$ cat src/rtl/mem_responder_if.sv
// Bundles the controller strobes, data bus and preload port of the memory responder.
// Latency: none (wires only).
// Backpressure: ld_ready is driven by the slave; the master holds ld_* until accepted.
interface mem_responder_if #(
    parameter int AW = 5,
    parameter int DW = 8
);
    logic [AW-1:0] addr;
    logic          rd;
    logic          wr;
    logic          data_e;
    logic [DW-1:0] data_in;
    logic [DW-1:0] data_out;
    logic          data_valid;
    logic          ld_valid;
    logic [AW-1:0] ld_addr;
    logic [DW-1:0] ld_data;
    logic          ld_ready;
    logic          bus_err;
    logic [1:0]    state;

    // CPU controller / preload requester side
    modport master (
        output addr, rd, wr, data_e, data_in, ld_valid, ld_addr, ld_data,
        input  data_out, data_valid, ld_ready, bus_err, state
    );

    // Memory side
    modport slave (
        input  addr, rd, wr, data_e, data_in, ld_valid, ld_addr, ld_data,
        output data_out, data_valid, ld_ready, bus_err, state
    );
endinterface

$ cat src/rtl/mem_responder.sv
// Single-port program/data store answering rd/wr strobes, with a preload port.
// Latency: reads 1 cycle (registered data_out); writes and preloads commit at the sampling edge.
// Backpressure: preload stalls (ld_ready=0) whenever rd or wr is active; the bus itself never stalls.
module mem_responder #(
    parameter int AW = 5,
    parameter int DW = 8
) (
    input  logic            clk,
    input  logic            rst,
    mem_responder_if.slave  bus
);
    localparam int DEPTH = 1 << AW;

    typedef enum logic [1:0] {
        IDLE  = 2'd0,
        READ  = 2'd1,
        WRITE = 2'd2,
        LOAD  = 2'd3
    } state_t;

    // Storage is deliberately left unreset so contents survive rst.
    logic [DW-1:0] mem_q [0:DEPTH-1];

    state_t        state_q,      state_d;
    logic [DW-1:0] data_out_q,   data_out_d;
    logic          data_valid_q, data_valid_d;
    logic          bus_err_q,    bus_err_d;

    logic          mem_we;
    logic [AW-1:0] mem_waddr;
    logic [DW-1:0] mem_wdata;
    logic          ld_ready;

    // Per-cycle arbitration: rd&wr error, then write, then read, then preload, else idle.
    always_comb begin
        state_d      = IDLE;
        data_out_d   = data_out_q;
        data_valid_d = 1'b0;
        bus_err_d    = bus_err_q;
        mem_we       = 1'b0;
        mem_waddr    = bus.addr;
        mem_wdata    = bus.data_in;
        ld_ready     = !bus.rd && !bus.wr;

        if (bus.rd && bus.wr) begin
            // Collision of strobes is a protocol error; the write still lands if data is driven.
            bus_err_d = 1'b1;
            mem_we    = bus.data_e;
            state_d   = WRITE;
        end else if (bus.wr) begin
            // A write strobe without the CPU driving the bus has no valid data to store.
            if (bus.data_e) begin
                mem_we = 1'b1;
            end else begin
                bus_err_d = 1'b1;
            end
            state_d = WRITE;
        end else if (bus.rd) begin
            data_out_d   = mem_q[bus.addr];
            data_valid_d = 1'b1;
            state_d      = READ;
        end else if (bus.ld_valid) begin
            // ld_ready is necessarily high here, so the request is accepted.
            mem_we    = 1'b1;
            mem_waddr = bus.ld_addr;
            mem_wdata = bus.ld_data;
            state_d   = LOAD;
        end
    end

    // Output and state registers; reset overrides any bus activity in the same cycle.
    always_ff @(posedge clk) begin
        if (rst) begin
            state_q      <= IDLE;
            data_out_q   <= '0;
            data_valid_q <= 1'b0;
            bus_err_q    <= 1'b0;
        end else begin
            state_q      <= state_d;
            data_out_q   <= data_out_d;
            data_valid_q <= data_valid_d;
            bus_err_q    <= bus_err_d;
        end
    end

    // Array write port; suppressed during reset so no write or preload commits.
    always_ff @(posedge clk) begin
        if (!rst && mem_we) begin
            mem_q[mem_waddr] <= mem_wdata;
        end
    end

    assign bus.data_out   = data_out_q;
    assign bus.data_valid = data_valid_q;
    assign bus.bus_err    = bus_err_q;
    assign bus.state      = state_q;
    assign bus.ld_ready   = ld_ready;

endmodule
$ cat src/flat_wrapper.sv
// flat-port wrapper written by rule: the top's interface ports become plain ports
module mem_responder_flat 
#(
    parameter int AW = 5,
    parameter int DW = 8
)
  (clk, rst, bus_addr, bus_rd, bus_wr, bus_data_e, bus_data_in, bus_ld_valid, bus_ld_addr, bus_ld_data, bus_data_out, bus_data_valid, bus_ld_ready, bus_bus_err, bus_state);
  mem_responder_if #(.AW(AW), .DW(DW)) bus_i ();
  input  logic clk;
  input  logic rst;
  input wire logic [$bits(bus_i.addr)-1:0] bus_addr;
  input wire logic [$bits(bus_i.rd)-1:0] bus_rd;
  input wire logic [$bits(bus_i.wr)-1:0] bus_wr;
  input wire logic [$bits(bus_i.data_e)-1:0] bus_data_e;
  input wire logic [$bits(bus_i.data_in)-1:0] bus_data_in;
  input wire logic [$bits(bus_i.ld_valid)-1:0] bus_ld_valid;
  input wire logic [$bits(bus_i.ld_addr)-1:0] bus_ld_addr;
  input wire logic [$bits(bus_i.ld_data)-1:0] bus_ld_data;
  output wire logic [$bits(bus_i.data_out)-1:0] bus_data_out;
  output wire logic [$bits(bus_i.data_valid)-1:0] bus_data_valid;
  output wire logic [$bits(bus_i.ld_ready)-1:0] bus_ld_ready;
  output wire logic [$bits(bus_i.bus_err)-1:0] bus_bus_err;
  output wire logic [$bits(bus_i.state)-1:0] bus_state;
  assign bus_i.addr = bus_addr;
  assign bus_i.rd = bus_rd;
  assign bus_i.wr = bus_wr;
  assign bus_i.data_e = bus_data_e;
  assign bus_i.data_in = bus_data_in;
  assign bus_i.ld_valid = bus_ld_valid;
  assign bus_i.ld_addr = bus_ld_addr;
  assign bus_i.ld_data = bus_ld_data;
  assign bus_data_out = bus_i.data_out;
  assign bus_data_valid = bus_i.data_valid;
  assign bus_ld_ready = bus_i.ld_ready;
  assign bus_bus_err = bus_i.bus_err;
  assign bus_state = bus_i.state;
  mem_responder #(.AW(AW), .DW(DW)) u_core (.clk(clk), .rst(rst), .bus(bus_i));
endmodule
$ cat config.mk
export PLATFORM = sky130hd
export DESIGN_NAME = mem_responder_flat
export DESIGN_NICKNAME = d
export VERILOG_FILES = /design/src/rtl/mem_responder_if.sv /design/src/rtl/mem_responder.sv /design/src/flat_wrapper.sv
export SDC_FILE = /design/constraint.sdc
export NUM_CORES = 1
export LEC_CHECK = 0
export ABC_CLOCK_PERIOD_IN_PS = 3100
export BUFFER_PORTS_ARGS = -buffer_cell sky130_fd_sc_hd__clkbuf_2
export CAP_MARGIN = 20
export CORE_UTILIZATION = 45
export CTS_CLUSTER_SIZE = 14
export DETAILED_ROUTE_END_ITERATION = 6
export GPL_TIMING_DRIVEN = 1
export SETUP_SLACK_MARGIN = 0.4
export SLEW_MARGIN = 20
export SYNTH_ARGS = -nofsm -noshare
export SYNTH_HDL_FRONTEND = slang
export SYNTH_SLANG_ARGS = --single-unit
$ cat constraint.sdc
create_clock -name clk -period 3.1 [get_ports clk]
set_input_delay 0.465 -clock clk [delete_from_list [all_inputs] [get_ports clk]]
set_output_delay 0.465 -clock clk [all_outputs]
set_load 0.01 [all_outputs]
==> metrics.md, run 1 <==
| Metric | Value |
|---|---|
| Post-route insts no fill | `1068` |
| Synth warn | `0` |
| PwrDens | `613.9 nW/um2` |
| Static leakage | `4.376 nW` |
| Syn Inst Count | `651` |
| Clock buffer depth | `3` |
| R2R Path End | `u_core.bus.data_out[3]$_SDFFE_PP0P_` |
| Largest cells by area after synthesis | `edfxtp_1 (71%), mux2i_1 (12%), a22oi_1 (4.3%), dfxtp_1 (2.2%), nor2_1 (1.7%)` |
| Core area | `23540 um2` |
| Antenna violations before repair | `0` |
| Slew @ Worst Pin | `1.051 ns` |
| Worst hold start | `bus_wr` |
| Placed insts | `1019` |
| DRT iter0 DRCs | `497` |
| Hold endpoint | `u_core.bus.data_valid$_SDFF_PP0_` |
| Top cell type's share of synthesized area | `0.7101` |
| Hold Path Class | `input port to flip-flop` |
| Final worst path period share | `0.7487` |
| Netlist cell types | `32` |
| Post-route ant nets | `0` |
| Syn_nets | `683` |
| Gr busiest metal | `met2` |
| Vias in the first global route | `5783` |
| First-pass GRT wire length | `35.92 mm` |
| PnR worst setup slack | `0.7789 ns` |
| CTS buffer count | `27` |
| R2R depth | `5` |
| P&R area growth vs syn | `14.48%` |
| Worst vdd ir | `0.5934 mV` |
| Hold Worst Slack | `0.2305 ns` |
| Total of max-cap violations | `0` |
| Buf+Inv Stages, Crit Path | `2` |
| Worst-path fanout max | `38` |
| Max Transition Viols Final | `0` |
| Critical Path Start Type | `input port` |
| Synthesized area | `10830 um2` |
| Worst skew pair latency | `0.53 ns` |
| CTS tree | `yes` |
| FP Rows | `56` |
| Design Power | `7.608 mW` |
| Status | `complete, no violations` |
| Post-route minimum period | `2.321 ns` |
| Vias per inst | `5.507` |
| Routability congestion estimate from global placement | `0.8511` |
| Share of cells above drive strength 1 | `0.1989` |
| Die width | `157.1 um` |
| Drt first pass iters | `5` |
| Crit path DAT | `2.50 ns` |
| Die Area | `24680 um2` |
| Post-DR wirelength/cell | `22.99 um` |
| Routed wire length | `24.55 mm` |
| H-tree lvl count | `1` |
| Register bit count reported by yosys | `268` |
| Largest net degree at the start of global routing | `39` |
| Crit path cell chain | `buf_6 -> buf_4 -> nor3b_1 -> o21ai_1 -> nor2_1` |
| Origin of the critical flop-to-flop path | `u_core.mem_q[25][3]$_DFFE_PP_` |
| Hold depth | `2` |
| Clock Pin Slew Worst Setup and Hold Paths | `0.06 ns` |
| Residual DRC | `0` |
| DP Worst Slack | `0.2398 ns` |
| Initial Util | `0.4598` |
| # IOs | `45` |
| Endpoints failing setup | `0` |
| Area leader, netlist | `edfxtp_1` |
| Fill count | `1941` |
| Setup crit end kind | `flip-flop` |
| RSZ-0062 raised after global routing | `false` |
| Inserted Diodes | `0` |
| Fin area | `12390 um2` |
| Worst Path Class, Setup | `input port to flip-flop` |
| Fin. Hold Viols | `0` |
| F_max | `0.4308 GHz` |
| Worst path slowest cell | `o21ai_1` |
| Met1 Use GR | `0.2867` |
| Clk sink count | `268` |
| Worst path required time | `3.28 ns` |
| Sequential element share of the synthesized area | `0.7323` |
| Total global routing overflow | `0` |
| CP max stage delay | `0.81 ns` |
| Fin util | `0.5264` |
| Setup Fix Bufs, Post-CTS | `0` |
| DP Wirelength | `15.34 mm` |
| Clock skew | `0.02132 ns` |
| Gr usage total | `0.2030` |
| Root Buffer | `clkbuf_16` |
| Die Height | `157.1 um` |
| Setup TNS | `0 ns` |
| CP top delay family | `compound AO/OA/AOI/OAI gates` |
| NumNets Final | `761` |
| IO buf count | `44` |
| Met3 usage | `0.02919` |
| Via count | `5882` |
| GR Util met2 | `0.3312` |
| Avg Synthesized Cell Area | `16.63 um2` |
| R2r setup slk | `1.32 ns` |
| CTS Hold Bufs | `0` |
| Max transition margin | `0.2944` |
| Placed cell areas | `11540 um2` |
| Resize count post-CTS | `0` |
## layer usage
metal	vias to the layer above	share of wire
li1	2726	-
met1	2954	0.44
met2	165	0.48
met3	37	0.055
met4	0	0.021
met5	-	0
## cell families (layout without fill, tap and decap cells)
kind of cell / after synthesis / in the layout / share of synthesized area
flip-flops: 268 / 268 / 0.7323
AND/OR/NAND/NOR: 91 / 91 / 0.04022
multiplexers: 138 / 138 / 0.1286
buffers and inverters: 39 / 137 / 0.02508
AO/OA/AOI/OAI: 115 / 115 / 0.07374
## worst max path at each step
stage | startpoint | end | slack, ns | depth (start not counted)
2_1_floorplan | bus_wr | u_core.mem_q[16][0]$_DFFE_PP_ | 0.66 | 7
3_3_place_gp | bus_addr[0] | u_core.mem_q[22][6]$_DFFE_PP_ | 0.33 | 5
3_5_place_dp | bus_addr[0] | u_core.mem_q[22][0]$_DFFE_PP_ | 0.24 | 5
4_1_cts | bus_addr[0] | u_core.mem_q[22][5]$_DFFE_PP_ | 0.78 | 5
5_1_grt | bus_wr | u_core.mem_q[14][5]$_DFFE_PP_ | 0.70 | 7
6_report | bus_addr[0] | u_core.mem_q[22][0]$_DFFE_PP_ | 0.78 | 5
## state kept, by name, summed over array words and instances (netlist names)
signal,flops
u_core.bus.bus_err,1
u_core.bus.data_out,8
u_core.bus.data_valid,1
u_core.bus.state,2
u_core.mem_q,256
## where the power goes
part / internal [mW] / switching [mW] / total [mW]
Combinational: 0.151 / 0.312 / 0.463
Sequential: 4.02 / 0.0135 / 4.03
Clock: 1.84 / 1.28 / 3.11
Total: 6.00 / 1.60 / 7.61
## Yosys cell counts
cell and n:
and2_1 1, and3b_1 2, or2_2 1, nor2_1 48
buf_1 3, a21oi_1 35, a22oi_2 2, buf_2 6
nor3b_1 3, o31ai_1 1, inv_1 1, edfxtp_1 256
nand3b_1 2, clkbuf_1 14, nand2b_1 4, buf_6 3
mux2_2 9, nor3_1 3, a22oi_1 62, o21ai_1 3
mux2i_1 129, nand2_1 14, buf_12 4, dfxtp_1 12
or4_1 8, buf_4 8, nand3_1 2, a211oi_1 2
o21ai_0 4, nor2b_1 2, a211oi_2 6, nor3b_2 1
## worst reg2reg max path, delay by kind of cell, from the launching register on
family / cells / cell delay [ns]
flip-flops: 1 / 0.32
AND/OR/NAND/NOR: 1 / 0.59
multiplexers: 1 / 0.06
AO/OA/AOI/OAI: 3 / 0.73
## cells in the final DEF, fill, tap and decap left out, types with 2 or more instances in the layout
cell type,count
clkbuf_16,27
nand3b_1,2
bufinv_16,3
nand2_1,14
a21oi_1,35
buf_4,41
dfxtp_1,12
a22oi_2,2
nor2_1,47
o21ai_0,4
nand2b_1,4
a211oi_1,2
clkbuf_1,4
nand3_1,2
mux2i_1,129
or4_1,8
nor3b_1,3
and3b_1,2
nor2b_2,2
o21ai_1,2
buf_12,2
clkbuf_2,43
a211oi_2,6
a22oi_1,62
edfxtp_1,256
clkinv_2,7
mux2_2,9
clkinv_1,7
nor3_1,3
## final cells by class
cell class | count | area [um2] | area share
clock buffer | 31 | 690.7 | 0.05573
clock inverter | 18 | 158.9 | 0.01282
inverter | 1 | 3.754 | 0.0003029
multi-input combinational | 344 | 2639 | 0.2129
sequential | 268 | 7928 | 0.6397
tap | 319 | 399.1 | 0.03221
timing repair buffer | 87 | 574.3 | 0.04634
Power figures use the tool's default switching activity.
==> run 2, diff against run 1 <==
--- a/config.mk
+++ b/config.mk
@@ -5,7 +5,7 @@
 export SDC_FILE = /design/constraint.sdc
 export NUM_CORES = 1
 export LEC_CHECK = 0
-export ABC_CLOCK_PERIOD_IN_PS = 3100
+export ABC_CLOCK_PERIOD_IN_PS = 2100
 export BUFFER_PORTS_ARGS = -buffer_cell sky130_fd_sc_hd__clkbuf_2
 export CAP_MARGIN = 20
 export CORE_UTILIZATION = 45
==> constraint.sdc (replaced) <==
create_clock -name clk -period 2.1 [get_ports clk]
set_input_delay 0.315 -clock clk [delete_from_list [all_inputs] [get_ports clk]]
set_output_delay 0.315 -clock clk [all_outputs]
set_load 0.01 [all_outputs]
==> run 2 against run 1 <==
Sequential share of layout area decreased by 3.1 points. Critical path type is now flip-flop to flip-flop. Largest power group unchanged. Die area unchanged. Utilization rose by 2.7 points. Sequential cell count unchanged. Hold slack worse by 0.16 ns. Design area up 5.1%. Final cell count stayed put. Sequential power grew 48%. Highest routed layer unchanged. Global-route usage grew 0.67 points.
==> metrics.md, run 2 (synthesis results as in run 1) <==
| Metric | Value |
|---|---|
| Clk network pwr share | `0.402` |
| Status | `complete, no violations` |
| Die Area | `24680 um2` |
| Routed wire length | `25.21 mm` |
| Worst-path fanout max | `1` |
| Fill count | `1874` |
| Total global routing overflow | `0` |
| Root Buffer | `clkbuf_16` |
| Static leakage | `4.482 nW` |
| Endpoints failing setup | `0` |
| Worst skew pair latency | `0.53 ns` |
| Residual DRC | `0` |
| Reg with most FFs | `u_core.mem_q` |
| Post-route ant nets | `0` |
| Commonest non-fill, non-tap cell in the layout | `edfxtp_1` |
| Fin util | `0.5530` |
| Sw frac | `0.2194` |
| Gate power share | `0.074` |
| Final worst path period share | `0.7882` |
| DP Wirelength | `16.02 mm` |
| R2R Path End | `u_core.bus.data_out[0]$_SDFFE_PP0P_` |
| PnR worst setup slack | `0.4447 ns` |
| FP Rows | `56` |
| CTS buffer count | `27` |
| Routability congestion estimate from global placement | `0.8340` |
| Clk sink count | `268` |
| Met2 wire len | `12.50 mm` |
| DRT iter0 DRCs | `440` |
| Met1 WL | `10.80 mm` |
| CTS tree | `yes` |
| Share of cells above drive strength 1 | `0.2790` |
| Drt first pass iters | `5` |
| RSZ-0062 raised after global routing | `true` |
| Max Used Layer | `met4` |
| Worst path required time | `2.56 ns` |
| Crit path DAT | `2.11 ns` |
| Slew @ Worst Pin | `0.7770 ns` |
| IO buf count | `44` |
| NumNets Final | `760` |
| Met3 routed WL | `1.304 mm` |
| CP max stage delay | `0.56 ns` |
| Worst path slowest cell | `or4_4` |
| Worst Path Class, Setup | `flip-flop to flip-flop` |
| Max Transition Viols Final | `0` |
| Max reg flops | `256` |
| Clock Pin Slew Worst Setup and Hold Paths | `0.06 ns` |
| # IOs | `45` |
| Die width | `157.1 um` |
| Vias in the first global route | `5870` |
| Initial Util | `0.4598` |
| Switch Pwr | `2.490 mW` |
| Post-DR wirelength/cell | `23.60 um` |
| Reg power frac | `0.524` |
| PwrDens | `871.6 nW/um2` |
| CTS Hold Bufs | `0` |
| Clock buffer depth | `3` |
| F_max | `0.6041 GHz` |
| Critical Path Start Type | `flip-flop` |
| Via count | `5941` |
| Origin of the critical flop-to-flop path | `u_core.mem_q[29][0]$_DFFE_PP_` |
| Hold Path Class | `input port to flip-flop` |
| Hold depth | `3` |
| Largest net degree at the start of global routing | `33` |
| Post-route minimum period | `1.655 ns` |
| R2R depth | `6` |
| Total of max-cap violations | `0` |
| Vias per inst | `5.563` |
| Hold endpoint | `u_core.bus.state[1]$_SDFF_PP0_` |
| First-pass GRT wire length | `36.96 mm` |
| DP Worst Slack | `-0.1350 ns` |
| Die Height | `157.1 um` |
| Max transition margin | `0.4820` |
| Int Power | `8.858 mW` |
| H-tree lvl count | `1` |
| Fin. Hold Viols | `0` |
| Clock skew | `0.01155 ns` |
| Inserted Diodes | `0` |
| Setup crit end kind | `flip-flop` |
| P&R area growth vs syn | `20.27%` |
| Gr usage total | `0.2098` |
| Core area | `23540 um2` |
| Crit path cell chain | `mux2i_1 -> a22oi_1 -> buf_4 -> a21oi_2 -> or4_4 -> a211oi_2` |
| Worst vdd ir | `0.7443 mV` |
| Most frequent cells in the layout | `edfxtp_1 (256), mux2i_1 (128), a22oi_1 (56), clkbuf_2 (43), nor2_4 (34)` |
| Antenna violations before repair | `0` |
| Worst hold start | `bus_ld_valid` |
| R2r setup slk | `0.44 ns` |
[run 2: cell types whose count changed in the layout (fill, tap and decap cells not counted), sizes merged]
cell	before	now
clkinvlp	1	0
bufinv	3	2
inv	1	3
buf	44	42
clkinv	14	13
clkbuf	74	77
[run 2: worst max-delay path: cells and delay by family (launching register included)]
family / cells / cell delay, ns
compound gates: 3 / 0.48
buf+inv: 1 / 0.15
simple gates: 1 / 0.56
mux: 1 / 0.07
flops: 1 / 0.33
[run 2: what timing repair did]
| action | 4_1_cts | 5_1_grt |
|---|---|---|
| cloned | 0 | 1 |
| resized for setup | 1 | 12 |
| setup endpoints to repair | 2 | 127 |
| pin swaps | 1 | 6 |
| setup buffers | 0 | 0 |
[run 2: through the flow]
stage | setup TNS, ns | hold WS [ns] | total power [mW] | cells | instance area, um2
finish | 0 | 0.07138 | 11.35 | 1068 | 13020
CTS | 0 | 0.04673 | 11.39 | 1067 | 12930
global placement | -10.43 | 0.4519 | 6.867 | 1017 | 12090
global route | 0 | 0.1086 | 11.67 | 1068 | 13020
detailed placement | -14.64 | 0.4867 | 6.883 | 1017 | 12090
floorplan | 0 | 0.3878 | 6.538 | 651 | 11200
[run 2: power groups by stage]
stage          clock, mW  sequential [mW]  combinational (mW)
5_1_grt             4.83             5.95               0.894
2_1_floorplan          0             6.06               0.478
3_5_place_dp           0             6.06               0.820
4_1_cts             4.61             5.95               0.822
6_report            4.56             5.95               0.840
3_3_place_gp           0             6.06               0.805
[run 2: metal layers]
| layer | global-route usage | vias to the layer above |
|---|---|---|
| li1 | - | 2729 |
| met1 | 0.2903 | 2999 |
| met2 | 0.3458 | 171 |
| met3 | 0.03084 | 42 |
| met4 | 0.05871 | 0 |
| met5 | 0 | - |
[run 2: final cells by class]
type                       count  area, um2  area share
multi-input combinational    344       3038      0.2333
inverter                       1      3.754   0.0002883
tap                          319      399.1     0.03066
sequential                   268       7928      0.6089
clock buffer                  33      698.2     0.05362
timing repair buffer          86      817.0     0.06275
clock inverter                17      136.4     0.01047
[run 2: worst max path at each step]
stage | from | endpoint | slack, ns | cells after the start
6_report | u_core.mem_q[29][0]$_DFFE_PP_ | u_core.bus.data_out[0]$_SDFFE_PP0P_ | 0.44 | 6
5_1_grt | u_core.mem_q[5][7]$_DFFE_PP_ | u_core.bus.data_out[7]$_SDFFE_PP0P_ | 0.37 | 5
4_1_cts | u_core.mem_q[29][0]$_DFFE_PP_ | u_core.bus.data_out[0]$_SDFFE_PP0P_ | 0.40 | 6
3_5_place_dp | bus_wr | u_core.mem_q[3][4]$_DFFE_PP_ | -0.13 | 6
3_3_place_gp | bus_wr | u_core.mem_q[1][4]$_DFFE_PP_ | -0.1 | 6
2_1_floorplan | bus_wr | u_core.mem_q[10][0]$_DFFE_PP_ | 0.16 | 6
==> run 3, diff against run 2 <==
--- a/config.mk
+++ b/config.mk
@@ -5,7 +5,7 @@
 export SDC_FILE = /design/constraint.sdc
 export NUM_CORES = 1
 export LEC_CHECK = 0
-export ABC_CLOCK_PERIOD_IN_PS = 2100
+export ABC_CLOCK_PERIOD_IN_PS = 1500
 export BUFFER_PORTS_ARGS = -buffer_cell sky130_fd_sc_hd__clkbuf_2
 export CAP_MARGIN = 20
 export CORE_UTILIZATION = 45
==> constraint.sdc (replaced) <==
create_clock -name clk -period 1.5 [get_ports clk]
set_input_delay 0.225 -clock clk [delete_from_list [all_inputs] [get_ports clk]]
set_output_delay 0.225 -clock clk [all_outputs]
set_load 0.01 [all_outputs]
==> run 3 against run 2 <==
The run now ends with negative setup slack left. Combinational power up 99%. Sequential power up 40%. Power up 45%. Maximum frequency up 4.1%. Routed wire length up 20%. Non-clock buffer count up 56. Count of clock-buffer cells in the layout down 1. Critical path depth down 1. Critical path type unchanged.
==> metrics.md, run 3 (synthesis results as in run 1) <==
| Metric | Value |
|---|---|
| Placed cell areas | `12120 um2` |
| Total of max-cap violations | `0` |
| Fin area | `14440 um2` |
| Core area | `23540 um2` |
| CTS buffer count | `26` |
| Worst skew pair latency | `0.53 ns` |
| Crit path depth | `5` |
| Commonest non-fill, non-tap cell in the layout | `edfxtp_1` |
| NumNets Final | `826` |
| Post-route minimum period | `1.590 ns` |
| DRT iter0 DRCs | `644` |
| Max Used Layer | `met4` |
| Routability congestion estimate from global placement | `0.8003` |
| F_max | `0.6291 GHz` |
| Root Buffer | `clkbuf_16` |
| Most frequent cells in the layout | `edfxtp_1 (256), mux2i_1 (124), buf_4 (39), a22oi_1 (38), buf_12 (34)` |
| Hold Worst Slack | `0.02943 ns` |
| # IOs | `45` |
| Clock Pin Slew Worst Setup and Hold Paths | `0.06 ns` |
| Endpoints failing setup | `50` |
| Worst path slowest cell | `or4_4` |
| Antenna violations before repair | `2` |
| CTS Hold Bufs | `0` |
| Hold Path Class | `input port to flip-flop` |
| R2R depth | `5` |
| Worst Path Class, Setup | `flip-flop to flip-flop` |
| Share of cells above drive strength 1 | `0.4094` |
| Setup crit end kind | `flip-flop` |
| CP top delay family | `compound AO/OA/AOI/OAI gates` |
| RSZ-0062 raised after global routing | `true` |
| CTS tree | `yes` |
| PwrDens | `1137 nW/um2` |
| Failing checks | `negative setup slack` |
| Gr usage total | `0.2175` |
| Die Area | `24680 um2` |
| Clock buffer depth | `3` |
| P&R area growth vs syn | `33.38%` |
| Die width | `157.1 um` |
| Placed insts | `1024` |
| Clock skew | `0.01302 ns` |
| Vias per inst | `5.782` |
| DP Wirelength | `16.32 mm` |
| Worst path required time | `1.94 ns` |
| Met2 wire len | `15.01 mm` |
| First-pass GRT wire length | `38.78 mm` |
| Hold depth | `3` |
| Largest net degree at the start of global routing | `33` |
| Total global routing overflow | `0` |
| Final worst path period share | `1.060` |
| Drt first pass iters | `5` |
| Post-DR wirelength/cell | `26.70 um` |
| Worst-path fanout max | `1` |
| Fin util | `0.6133` |
| FP Rows | `56` |
| H-tree lvl count | `1` |
| Clk sink count | `268` |
| Max Transition Viols Final | `0` |
| Critical Path Start Type | `flip-flop` |
| Via count | `6540` |
| Crit path DAT | `2.03 ns` |
| Post-route ant nets | `0` |
| Fin. Hold Viols | `0` |
| Crit path cell chain | `mux2i_1 -> a22oi_2 -> a21oi_2 -> or4_4 -> a211oi_2` |
| DP Worst Slack | `-0.6359 ns` |
| Vias in the first global route | `6384` |
| Met1 WL | `12.13 mm` |
| Worst vdd ir | `0.8572 mV` |
| PnR worst setup slack | `-0.08967 ns` |
| Met3 routed WL | `2.210 mm` |
| Max reg flops | `256` |
| Static leakage | `5.071 nW` |
| Routed wire length | `30.19 mm` |
| Reg with most FFs | `u_core.mem_q` |
| Max transition margin | `0.7011` |
| Die Height | `157.1 um` |
| IO buf count | `44` |
| Slew @ Worst Pin | `0.4473 ns` |
| Status | `finished with violations` |
| Post-route insts no fill | `1131` |
| Residual DRC | `0` |
| Initial Util | `0.4598` |
| Buf+Inv Stages, Crit Path | `0` |
| CP max stage delay | `0.52 ns` |
## run 3: cell types whose count changed in the layout (fill, tap and decap cells not counted), sizes merged
cell | before | now
buf | 42 | 109
clkbuf | 77 | 65
mux2 | 9 | 20
clkinv | 13 | 10
inv | 3 | 1
bufinv | 2 | 3
diode | 0 | 1
## run 3: what timing repair did
item	CTS	global route
gates resized for setup	81	78
gates cloned	1	17
setup buffers	17	26
setup endpoints to repair	532	532
pin swaps	75	46
## run 3: power breakdown
group	switching, mW	internal [mW]	total (mW)
Combinational	0.944	0.725	1.67
Clock	2.65	3.77	6.42
Sequential	0.0336	8.30	8.33
## run 3: area by class of cell
type | instances | area (um2)
well taps | 319 | 399.1
diodes | 1 | 2.502
multi-input cells | 355 | 3593
inverters | 1 | 3.754
clock inverters | 13 | 133.9
fillers | 1731 | 9104
flip-flops and latches | 268 | 7945
repair buffers | 142 | 1667
clock buffers | 32 | 694.4
## run 3: stage by stage
step | power [mW] | TNS [ns]
after floorplan | 9.161 | -136.76
after global placement | 9.619 | -157.83
after detailed placement | 9.648 | -177.53
after global routing | 16.81 | -6.243
after CTS | 16.12 | -0.4272
final | 16.42 | -0.8367
## run 3: layer usage
metal | GRT usage | up-vias
li1 | - | 2886
met1 | 0.2936 | 3312
met2 | 0.3735 | 284
met3 | 0.02423 | 58
met4 | 0.06103 | 0
met5 | 0 | -
## run 3: path summary, 6_finish.rpt
check | start | endpoint | slack (ns)
max | u_core.mem_q[0][5]$_DFFE_PP_ | u_core.bus.data_out[5]$_SDFFE_PP0P_ | -0.09
min | bus_wr | u_core.bus.data_valid$_SDFF_PP0_ | 0.03
max reg2reg | u_core.mem_q[0][5]$_DFFE_PP_ | u_core.bus.data_out[5]$_SDFFE_PP0P_ | -0.09
min reg2reg | u_core.bus.bus_err$_SDFFE_PP0P_ | u_core.bus.bus_err$_SDFFE_PP0P_ | 0.52
## run 3: worst register-to-register path: stages (launching register included)
cell      delay, ns
edfxtp_1       0.33
mux2i_1        0.07
a22oi_2        0.28
a21oi_2        0.10
or4_4          0.52
a211oi_2       0.21
